`src/rtl/pc_delay_line_pkg.sv`:
```
// Shared definitions for the PC delay line: default PC width/reset value and
// the per-cycle operation decode that fixes the control priority in one place.
package pc_delay_line_pkg;

  localparam int          PC_WIDTH     = 32;
  localparam int unsigned PC_RESET_VAL = 0;

  typedef enum logic [2:0] {
    OP_CLEAR,
    OP_REDIRECT,
    OP_FLUSH,
    OP_STALL,
    OP_SHIFT
  } pipe_op_e;

  // Priority: !work_ena > redirect > flush > stall > shift.
  function automatic pipe_op_e decode_op(input logic work_ena,
                                         input logic redirect,
                                         input logic flush,
                                         input logic stall);
    if (!work_ena) return OP_CLEAR;
    if (redirect)  return OP_REDIRECT;
    if (flush)     return OP_FLUSH;
    if (stall)     return OP_STALL;
    return OP_SHIFT;
  endfunction

endpackage

```
`src/rtl/pc_stage_reg.sv`:
```
// One PC + valid register of the delay line. Clear beats load; hold blocks load.
module pc_stage_reg #(
  parameter int              PC_W     = 32,
  parameter logic [PC_W-1:0] RESET_PC = '0
) (
  input  logic            clk,
  input  logic            rst,
  input  logic            load,
  input  logic            clear,
  input  logic            hold,
  input  logic [PC_W-1:0] pc_d,
  input  logic            vld_d,
  output logic [PC_W-1:0] pc_q,
  output logic            vld_q
);

  always_ff @(posedge clk or posedge rst) begin
    if (rst) begin
      pc_q  <= RESET_PC;
      vld_q <= 1'b0;
    end else if (clear) begin
      pc_q  <= RESET_PC;
      vld_q <= 1'b0;
    end else if (load && !hold) begin
      pc_q  <= pc_d;
      vld_q <= vld_d;
    end
  end

endmodule

```
`src/rtl/pc_delay_line.sv`:
```
// DEPTH-stage PC/valid delay line keeping the fetch PC aligned with its
// instruction, with flush, redirect into the output stage, taps and occupancy.
module pc_delay_line
  import pc_delay_line_pkg::*;
#(
  parameter int              PC_W     = PC_WIDTH,
  parameter int              DEPTH    = 2,
  parameter logic [PC_W-1:0] RESET_PC = PC_W'(PC_RESET_VAL)
) (
  input  logic                       clk,
  input  logic                       rst,
  input  logic                       work_ena,
  input  logic                       stall,
  input  logic                       flush,
  input  logic                       redirect,
  input  logic [PC_W-1:0]            redirect_pc,
  input  logic [PC_W-1:0]            pc_i,
  input  logic                       pc_valid_i,
  output logic [PC_W-1:0]            pc_o,
  output logic                       pc_valid_o,
  output logic [DEPTH*PC_W-1:0]      stage_pc_o,
  output logic [DEPTH-1:0]           stage_valid_o,
  output logic [$clog2(DEPTH+1)-1:0] occupancy
);

  localparam int OCC_W = $clog2(DEPTH + 1);

  if (DEPTH < 1) begin : g_depth_check
    $error("pc_delay_line: DEPTH must be at least 1");
  end

  pipe_op_e        op;
  logic [PC_W-1:0] pc_q [DEPTH];
  logic [DEPTH-1:0] vld_q;
  logic [OCC_W-1:0] occ_q;

  assign op = decode_op(work_ena, redirect, flush, stall);

  for (genvar g = 0; g < DEPTH; g++) begin : g_stage
    logic [PC_W-1:0] shift_pc;
    logic            shift_vld;
    logic [PC_W-1:0] d_pc;
    logic            d_vld;
    logic            clr;

    if (g == 0) begin : g_head
      assign shift_pc  = pc_i;
      assign shift_vld = pc_valid_i;
    end else begin : g_body
      assign shift_pc  = pc_q[g-1];
      assign shift_vld = vld_q[g-1];
    end

    // The output stage is where a redirect target lands; the rest are emptied.
    if (g == DEPTH - 1) begin : g_tail
      assign d_pc  = (op == OP_REDIRECT) ? redirect_pc : shift_pc;
      assign d_vld = (op == OP_REDIRECT) || shift_vld;
      assign clr   = (op == OP_CLEAR) || (op == OP_FLUSH);
    end else begin : g_mid
      assign d_pc  = shift_pc;
      assign d_vld = shift_vld;
      assign clr   = op inside {OP_CLEAR, OP_FLUSH, OP_REDIRECT};
    end

    pc_stage_reg #(
      .PC_W     (PC_W),
      .RESET_PC (RESET_PC)
    ) u_stage (
      .clk   (clk),
      .rst   (rst),
      .load  ((op == OP_SHIFT) || (op == OP_REDIRECT)),
      .clear (clr),
      .hold  (op == OP_STALL),
      .pc_d  (d_pc),
      .vld_d (d_vld),
      .pc_q  (pc_q[g]),
      .vld_q (vld_q[g])
    );

    assign stage_pc_o[g*PC_W +: PC_W] = pc_q[g];
  end

  // Occupancy tracks the valid popcount incrementally rather than recounting.
  always_ff @(posedge clk or posedge rst) begin
    if (rst) begin
      occ_q <= '0;
    end else begin
      case (op)
        OP_CLEAR, OP_FLUSH: occ_q <= '0;
        OP_REDIRECT:        occ_q <= OCC_W'(1);
        OP_STALL:           occ_q <= occ_q;
        OP_SHIFT:           occ_q <= occ_q + OCC_W'(pc_valid_i) - OCC_W'(vld_q[DEPTH-1]);
        default:            occ_q <= occ_q;
      endcase
    end
  end

  assign pc_o          = pc_q[DEPTH-1];
  assign pc_valid_o    = vld_q[DEPTH-1];
  assign stage_valid_o = vld_q;
  assign occupancy     = occ_q;

endmodule

```
`config.mk`:
```
export PLATFORM = sky130hd
export DESIGN_NAME = pc_delay_line
export DESIGN_NICKNAME = d
export VERILOG_FILES = /design/src/rtl/pc_delay_line_pkg.sv /design/src/rtl/pc_stage_reg.sv /design/src/rtl/pc_delay_line.sv
export SDC_FILE = /design/constraint.sdc
export NUM_CORES = 1
export LEC_CHECK = 0
export ABC_AREA = 1
export CAP_MARGIN = 10
export CELL_PAD_IN_SITES_DETAIL_PLACEMENT = 1
export CELL_PAD_IN_SITES_GLOBAL_PLACEMENT = 1
export CORE_UTILIZATION = 31
export CTS_BUF_LIST = sky130_fd_sc_hd__clkbuf_16
export DETAILED_ROUTE_END_ITERATION = 6
export PLACE_DENSITY_LB_ADDON = 0.12
export SLEW_MARGIN = 20
export SYNTH_ARGS = -nofsm -noshare
export SYNTH_HDL_FRONTEND = slang
export SYNTH_SLANG_ARGS = --single-unit
```
`constraint.sdc`:
```
create_clock -name clk -period 6.9 [get_ports clk]
set_input_delay 2.07 -clock clk [delete_from_list [all_inputs] [get_ports clk]]
set_output_delay 2.07 -clock clk [all_outputs]
set_load 0.02 [all_outputs]
```
Word level (Yosys, flattened, before mapping)
Cells that the tools add are included.
Widths: inputs -> output; s select.
- output and inout port bits: 101
- bits in registers: 68
- eq/ne operators: 4
- multiplexer cells: 27
- reductions and logical operators: 11
- $add $sub $neg: 2
- operators with widths (cell ; count):
    $mux 32 ; 5
    $mux 3 ; 8
    $mux 1 ; 13
    $eq 3x2->1 const B ; 2
    $pmux 2 s3 ; 1
    $reduce_bool 3->1 ; 2
    $reduce_bool 2->1 ; 2
    $eq 3x1->1 const B ; 1
    $eq 3x3->1 const B ; 1
    $logic_not 3->1 ; 1
    $logic_or 1x1->1 ; 3
    $add 2x1->2 ; 1
    $reduce_or 2->1 ; 1
    $sub 2x1->2 ; 1
    $logic_and 1x1->1 ; 1
    $logic_not 1->1 ; 1

Depth between registers and ports, before layout
Gate-level depths: netlist of the first run.
- depth in word-level cells: 16
- mapped depth: 8
- gate-level depth less buffers: 7

Hierarchy
From an unflattened synthesis of the first run, not the netlist that was laid out.
- cell total of the unflattened synthesis: 479
- area, all modules: 4341.7 um2
- by module, submodules not included (module ; instances ; cells an instance ; area an instance (um2) ; seq. area each (um2)):
    pc_stage_reg ; 2 ; 153 ; 1700.4 ; 825.8
    pc_delay_line ; 1 ; 173 ; 940.9 ; 50.0

Worst setup path after synthesis of the first run
Ideal clock, no wire load.
- path kind: input port to flip-flop
- start: input port work_ena
- end: register g_stage[1].u_stage.pc_q[0]
- setup slack: 4063 ps
- buffers on the path: 3
- library setup time: 119 ps
- data required time: 6781 ps
- stages: 7
- arrival time: 2719 ps
- path through: buf_2 -> nand2_2 -> inv_2 -> buf_6 -> buf_6 -> nand3_1 -> nand2_1
- longest elaborated chain between the ends: 5
- RTL lines (element ; RTL line ; RTL):
    start: declaration ; pc_delay_line.sv:12 ; input logic work_ena,
    $mux 3 * ; pc_delay_line_pkg.sv:22 ; if (redirect) return OP_REDIRECT;
    $eq 3x1->1 (tied with other cells) ; pc_delay_line.sv:56, pc_delay_line.sv:71 ;
    $mux 32 (tied with other cells) ; pc_delay_line.sv:56 ; assign d_pc = (op == OP_REDIRECT) ? redirect_pc : shift_pc;
    $mux 32 / $logic_and 1x1->1 (equally long branches) ; pc_stage_reg.sv:24 ; end else if (load && !hold) begin
    $mux 32 / $reduce_bool 2->1 (equally long branches) ; n/a ;
    end signal: assignment ; pc_stage_reg.sv:25 ; pc_q <= pc_d;
    end: declaration ; pc_stage_reg.sv:13 ; output logic [PC_W-1:0] pc_q,
Mark *: on every way between the ends. The rest lies on a longest branch, timed or not. The select of a mux whose other input is x is not followed.
A chain may end at the register's enable or synchronous reset.

Final worst setup path of the first run
- start: input port redirect
- end: register g_stage[1].u_stage.pc_q[6]
- longest elaborated chain between the ends: 11
- RTL lines (element ; RTL line ; RTL):
    start: declaration ; pc_delay_line.sv:15 ; input logic redirect,
    $mux 3 ; pc_delay_line_pkg.sv:22 ;
    $mux 3 ; pc_delay_line_pkg.sv:23 ; if (flush) return OP_FLUSH;
    $mux 3 ; pc_delay_line_pkg.sv:24 ; if (stall) return OP_STALL;
    $mux 3 ; pc_delay_line_pkg.sv:25 ; return OP_SHIFT;
    $mux 3 ; pc_delay_line_pkg.sv:24 ;
    $mux 3 * ; pc_delay_line_pkg.sv:23 ;
    $mux 3 * ; pc_delay_line_pkg.sv:22 ;
    $eq 3x1->1 (tied with other cells) ; pc_delay_line.sv:56, pc_delay_line.sv:71 ;
    $mux 32 (tied with other cells) ; pc_delay_line.sv:56 ;
    $mux 32 / $logic_and 1x1->1 (equally long branches) ; pc_stage_reg.sv:24 ;
    $mux 32 / $reduce_bool 2->1 (equally long branches) ; n/a ;
Marks and branches as above.

==> flow_summary.json, run 1 <==
{
  "outcome": "finished clean",
  "synth_area_leader_cell": "sky130_fd_sc_hd__dfrtp_1",
  "flow.area_growth_from_synthesis_pct": 48.2,
  "mapped_cells": 488,
  "post_cts_buffers": 0,
  "numClockSinks": 68,
  "cpLargestDelayFamily": "buffers and inverters",
  "numPortBuffers": 171,
  "yosysWarnings": 0,
  "leakagePower_uw": 0.00279,
  "fin_nets": 682,
  "min_delay_worst_endpoint": "g_stage[0].u_stage.pc_q[15]$_DFFE_PP0P_",
  "worstSetupStartpointType": "input pin",
  "critical_path.n_buffers_inverters": 3,
  "placementRows": 39,
  "grtUsageTotal": 0.199,
  "grt_max_degree": 69,
  "chipWidth_um": 111,
  "timing.final.hold_violations": 0,
  "worst_r2r_endpoint": "occupancy[1]$_DFFE_PP0P_",
  "vias_per_cell": 4.74,
  "clkTransAtPathRegs_ps": 60,
  "globalRouteOverflowTotal": 0,
  "core_box_area_um2": 11500,
  "drive_above_1_share": 0.0440,
  "ctsResizeCount": 0,
  "max_cap_violations": 0,
  "first_global_vias": 3828,
  "finalWorstPathRequiredPeriod_ps": 3970,
  "crit_type": "input pin to flip-flop",
  "first_pass_iters": 4,
  "worst-slew-pin-transition_ps": 942,
  "placed_area_um2": 5170,
  "critical_path.max_stage_delay_ps": 610,
  "cts_tree": "built",
  "max_slew_margin": 0.370,
  "stdcell_count": 757,
  "max-clock-path-buffers": 2,
  "timing.clock.skew_ps": 6.46,
  "rr_worst_depth": 6,
  "cp_common_cell": "sky130_fd_sc_hd__nand2_1",
  "crit_chain": "clkdlybuf4s50_1, buf_4, nand2_1, buf_4, nand2_1, nand4_1, nand2_1",
  "synth_largest_type_area_fraction": 0.463,
  "dp_wirelength_um": 8040,
  "achievable-frequency_ghz": 0.252,
  "vdd_drop_max_mv": 0.0940,
  "detail_route.wirelength_um": 11900,
  "route.detailed.wl_per_inst_um": 15.7,
  "critPathArrivalTime_ps": 4230,
  "fin_crit_sh": 0.576,
  "final_layout_fill_cell_count": 1437,
  "design_area_um2": 5450,
  "final-max-slew-violation-count": 0,
  "cts_inserted_buffers": 9,
  "synth.distinct_cells": 16,
  "fin_setup_tns_ps": 0,
  "post_synth_main_area_contributors": "sky130_fd_sc_hd__dfrtp_1, sky130_fd_sc_hd__nand2_1, sky130_fd_sc_hd__nand3_1",
  "crit_required_ps": 7160,
  "min_from": "g_stage[0].u_stage.pc_q[15]$_DFFE_PP0P_",
  "ff2ff_setup_slack_ps": 5540,
  "worst-path-max-fanout": 35,
  "worstReg2RegStart": "g_stage[1].u_stage.vld_q$_DFFE_PP0P_",
  "cts.htree.levels": 3,
  "cellPowerDensity_nw_per_um2": 190,
  "num_io_pins": 172,
  "avgSynthCellArea_um2": 7.54,
  "start_util": 0.321,
  "synth.ff_latch_count": 68,
  "postRouteAntennaNets": 0,
  "worst_skew_pair.late_latency_ps": 320,
  "antenna_cells_inserted": 0,
  "cpMaxStageDelayCell": "sky130_fd_sc_hd__nand2_1",
  "grt_antenna_before_repair": 0,
  "netlist_area_um2": 3680,
  "timing.hold.worst_path_depth": 2,
  "finalHoldWorstSlack_ps": 537,
  "grt_pass1_wl_um": 19700,
  "min_path_type": "flip-flop to flip-flop",
  "worst_setup_path_end_kind": "flip-flop",
  "die_area_um2": 12300,
  "dp_cells": 741,
  "setup_viol_count_final": 0,
  "routed-via-count": 3589,
  "gp_congestion": 0.756,
  "rsz_0062_raised_after_global_routing": "false",
  "cts_hold_buf": 0,
  "detailedRoute.firstIterationViolations": 70,
  "syn_nets": 561,
  "route.detailed.drc": 0,
  "seq_area_frac_synth": 0.463,
  "clock-root-buffer": "sky130_fd_sc_hd__clkbuf_16",
  "die_height_um": 111
}
[how the worst max path moves through the flow]
stage,from,end,slack (ps),depth (start not counted)
2_1_floorplan,rst,g_stage[0].u_stage.pc_q[0]$_DFFE_PP0P_,3120,1
4_1_cts,redirect,g_stage[1].u_stage.pc_q[29]$_DFFE_PP0P_,2900,7
3_3_place_gp,redirect,g_stage[1].u_stage.pc_q[23]$_DFFE_PP0P_,2620,7
5_1_grt,redirect,g_stage[1].u_stage.pc_q[5]$_DFFE_PP0P_,2740,7
3_5_place_dp,redirect,g_stage[1].u_stage.pc_q[29]$_DFFE_PP0P_,2560,7
6_report,redirect,g_stage[1].u_stage.pc_q[6]$_DFFE_PP0P_,2930,7
[report_power, final]
group          internal, uW  switching [uW]
logic                  79.5            92.0
registers               410            10.6
clock network           275             171
total                   765             273
[sequential cells by signal (all words and copies together) (netlist names)]
signal,count
g_stage.u_stage.vld_q,2
occupancy,2
g_stage.u_stage.pc_q,64
[area by class of cell]
| type | count | area [um2] | area share |
|---|---|---|---|
| Timing Repair Buffer | 175 | 1740 | 0.319 |
| Sequential cell | 68 | 1700 | 0.312 |
| Clock inverter | 7 | 60.1 | 0.0110 |
| Clock buffer | 9 | 225 | 0.0413 |
| Tap cell | 143 | 179 | 0.0328 |
| Multi-Input combinational cell | 282 | 1270 | 0.233 |
| Inverter | 73 | 277 | 0.0507 |
[placed cells by master (no fill, tap or decap), types with 3 or more instances in the layout]
cell type,count
sky130_fd_sc_hd__nand2_1,171
sky130_fd_sc_hd__clkdlybuf4s50_1,170
sky130_fd_sc_hd__inv_1,71
sky130_fd_sc_hd__nand3_1,71
sky130_fd_sc_hd__dfrtp_1,68
sky130_fd_sc_hd__nand4_1,32
sky130_fd_sc_hd__clkbuf_16,9
sky130_fd_sc_hd__buf_4,4
sky130_fd_sc_hd__inv_2,3
sky130_fd_sc_hd__clkinv_2,3
[layer usage]
layer  GRT usage  part of all wire
met4      0.0542             0.011
met5           0                 0
met3      0.0344             0.049
met1       0.249              0.44
met2       0.352              0.50
[per-stage QoR]
| step | total power (uW) | worst slack, ps | util |
|---|---|---|---|
| 2_1_floorplan | 517 | 3120 | - |
| 3_3_place_gp | 599 | 2620 | 0.450 |
| 3_5_place_dp | 602 | 2560 | 0.451 |
| 4_1_cts | 1050 | 2900 | 0.475 |
| 5_1_grt | 1080 | 2740 | 0.475 |
| 6_report | 1040 | 2930 | 0.475 |
[synth_stat cells (all sizes together)]
master and count:
ha 2, nand4 32, inv 73, nor2 2, o211ai 1, clkbuf 5
nand2 173, buf 60, dfrtp 68, nand3b 1, nand3 71
[kinds of logic after synthesis]
| logic type | after synthesis | share of synthesized area |
|---|---|---|
| adders and majority gates | 2 | 0.00680 |
| AOI/OAI and AO/OA | 1 | 0.00204 |
| and+or+nand+nor | 279 | 0.336 |
| DFF | 68 | 0.463 |
| buffers and inverters | 138 | 0.192 |
[tightest hold or removal path, cell delays in order, from the launching register on]
cell,delay (ps)
sky130_fd_sc_hd__dfrtp_1,360
sky130_fd_sc_hd__nand3_1,80
sky130_fd_sc_hd__nand2_1,60
Power figures use the tool's default switching activity.
==> inputs of run 2 (changes only) <==
--- a/config.mk
+++ b/config.mk
@@ -9,7 +9,7 @@
 export CAP_MARGIN = 10
 export CELL_PAD_IN_SITES_DETAIL_PLACEMENT = 1
 export CELL_PAD_IN_SITES_GLOBAL_PLACEMENT = 1
-export CORE_UTILIZATION = 31
+export CORE_UTILIZATION = 26
 export CTS_BUF_LIST = sky130_fd_sc_hd__clkbuf_16
 export DETAILED_ROUTE_END_ITERATION = 6
 export PLACE_DENSITY_LB_ADDON = 0.12
==> constraint.sdc (replaced) <==
create_clock -name clk -period 3.2 [get_ports clk]
set_input_delay 0.96 -clock clk [delete_from_list [all_inputs] [get_ports clk]]
set_output_delay 0.96 -clock clk [all_outputs]
set_load 0.02 [all_outputs]
==> run 2 against run 1 <==
Clock power rose by 96%. Non-clock buffer count rose by 5. Total power rose by 110%. Die area rose by 19%. Cell count rose by 5.7%. Count of clock-buffer cells in the layout did not move. Largest cell class unchanged.
==> flow_summary.json, run 2 (synthesis gave the netlist of run 1 again) <==
{
  "max_slew_margin": 0.655,
  "power.switching_fraction": 0.273,
  "fin_crit_sh": 0.751,
  "detailedRoute.firstIterationViolations": 159,
  "vias_per_cell": 4.49,
  "cts_inserted_buffers": 9,
  "clkTransAtPathRegs_ps": 60,
  "worst-path-max-fanout": 4,
  "max_cap_violations": 0,
  "worst_setup_path_end_kind": "output port",
  "cpLargestDelayFamily": "buffers and inverters",
  "cts_tree": "built",
  "p_comb_frac": 0.177,
  "power.share.clock": 0.404,
  "achievable-frequency_ghz": 0.416,
  "regArea_um2": 1700,
  "route.detailed.drc": 0,
  "clock-root-buffer": "sky130_fd_sc_hd__clkbuf_16",
  "first_pass_iters": 4,
  "setup_viol_count_final": 0,
  "crit_type": "flip-flop to output port",
  "netSwitchingPower_uw": 589,
  "critical_path.max_stage_delay_ps": 680,
  "rsz_0062_raised_after_global_routing": "false",
  "cellPowerDensity_nw_per_um2": 390,
  "numPortBuffers": 171,
  "power_frac_seq": 0.419,
  "stdcell_count": 800,
  "vdd_drop_max_mv": 0.168,
  "post_cts_buffers": 0,
  "cts.htree.levels": 3,
  "routed-via-count": 3594,
  "most-common-layout-cells": "sky130_fd_sc_hd__nand2_1, sky130_fd_sc_hd__clkdlybuf4s50_1, sky130_fd_sc_hd__inv_1",
  "worst_slack_ps": 796,
  "max-clock-path-buffers": 2,
  "grt_antenna_before_repair": 1,
  "chipWidth_um": 121,
  "dp_slack_ps": 782,
  "ctsResizeCount": 0,
  "postRouteAntennaNets": 0,
  "worst-slew-pin-transition_ps": 518,
  "fin_nets": 687,
  "leakagePower_uw": 0.00282,
  "mostFrequentLayoutCell": "sky130_fd_sc_hd__nand2_1",
  "cts_hold_buf": 0,
  "critPathArrivalTime_ps": 1440,
  "worstSetupStartpointType": "flip-flop",
  "placementRows": 43,
  "crit_chain": "clkdlybuf4s50_1",
  "finalWorstPathRequiredPeriod_ps": 2400,
  "fin_setup_tns_ps": 0,
  "globalRouteOverflowTotal": 0,
  "die_area_um2": 14600,
  "largest_register_ff_count": 64,
  "flow.area_growth_from_synthesis_pct": 50.4,
  "largest_register_by_flop_count": "g_stage.u_stage.pc_q",
  "crit_required_ps": 2240,
  "min_path_type": "flip-flop to flip-flop",
  "worst_skew_pair.late_latency_ps": 330,
  "intPower_uw": 1570,
  "cpMaxStageDelayCell": "sky130_fd_sc_hd__clkdlybuf4s50_1",
  "core_box_area_um2": 13800,
  "outcome": "finished clean",
  "timing.final.hold_violations": 0,
  "dp_cells": 783,
  "timing.clock.skew_ps": 4.50,
  "num_io_pins": 172,
  "numClockSinks": 68,
  "final_layout_fill_cell_count": 1697,
  "route.detailed.wl_per_inst_um": 15.4,
  "gp_congestion": 0.774,
  "design_power_total_uw": 2160,
  "first_global_vias": 3816,
  "postLayoutCoreUtil": 0.400,
  "critical_path.n_buffers_inverters": 1,
  "die_height_um": 121,
  "final-max-slew-violation-count": 0,
  "start_util": 0.266,
  "area_of_the_multi_input_gates_um2": 1270,
  "drive_above_1_share": 0.0468,
  "dp_wirelength_um": 8140,
  "detail_route.wirelength_um": 12300,
  "grt_max_degree": 69,
  "grtUsageTotal": 0.177,
  "grt_pass1_wl_um": 20000
}
run 2: final cells by class:
type	count	share of cell area
inverters	73	0.0495
flip-flops and latches	68	0.307
repair buffers	180	0.326
clock buffers	9	0.0407
multi-input cells	282	0.229
clock inverters	7	0.00520
well taps	180	0.0407
diodes	1	0.000452
run 2: worst register-to-register path, stage by stage, from the launching register on:
cell and delay [ps]:
sky130_fd_sc_hd__dfrtp_1 440, sky130_fd_sc_hd__ha_1 300, sky130_fd_sc_hd__inv_1 40, sky130_fd_sc_hd__ha_1 200, sky130_fd_sc_hd__nand3b_1 170, sky130_fd_sc_hd__nand3_1 70
sky130_fd_sc_hd__nand2_1 60
run 2: power groups by stage:
stage	Combinational, uW	Clock, uW	Sequential [uW]
after floorplan	168	0	946
after global placement	385	0	920
after detailed placement	389	0	921
after CTS	391	897	906
after global routing	419	934	909
final	382	873	905
run 2: routing by layer:
| metal | up-vias | global-route usage | share of wire |
|---|---|---|---|
| met5 | - | 0 | 0 |
| li1 | 1738 | - | - |
| met2 | 107 | 0.305 | 0.50 |
| met1 | 1737 | 0.222 | 0.43 |
| met3 | 12 | 0.0324 | 0.059 |
| met4 | 0 | 0.0579 | 0.015 |
run 2: final timing paths:
kind	start	to	slack, ps	cells after the start
min in group asynchronous	rst	g_stage[0].u_stage.pc_q[14]$_DFFE_PP0P_	1050	3
setup reg to reg	g_stage[1].u_stage.vld_q$_DFFE_PP0P_	occupancy[1]$_DFFE_PP0P_	1800	6
hold reg to reg	g_stage[0].u_stage.pc_q[29]$_DFFE_PP0P_	g_stage[0].u_stage.pc_q[29]$_DFFE_PP0P_	530	2
hold / removal	g_stage[0].u_stage.pc_q[29]$_DFFE_PP0P_	g_stage[0].u_stage.pc_q[29]$_DFFE_PP0P_	530	2
max in group asynchronous	rst	g_stage[0].u_stage.pc_q[5]$_DFFE_PP0P_	1850	3
setup / recovery	g_stage[1].u_stage.vld_q$_DFFE_PP0P_	pc_valid_o	800	1
run 2: stage by stage:
stage | instance area [um2] | hold WS [ps]
5_1_grt | 5530 | 548
3_3_place_gp | 5280 | 513
4_1_cts | 5530 | 532
2_1_floorplan | 3680 | 499
3_5_place_dp | 5280 | 518
6_report | 5530 | 526
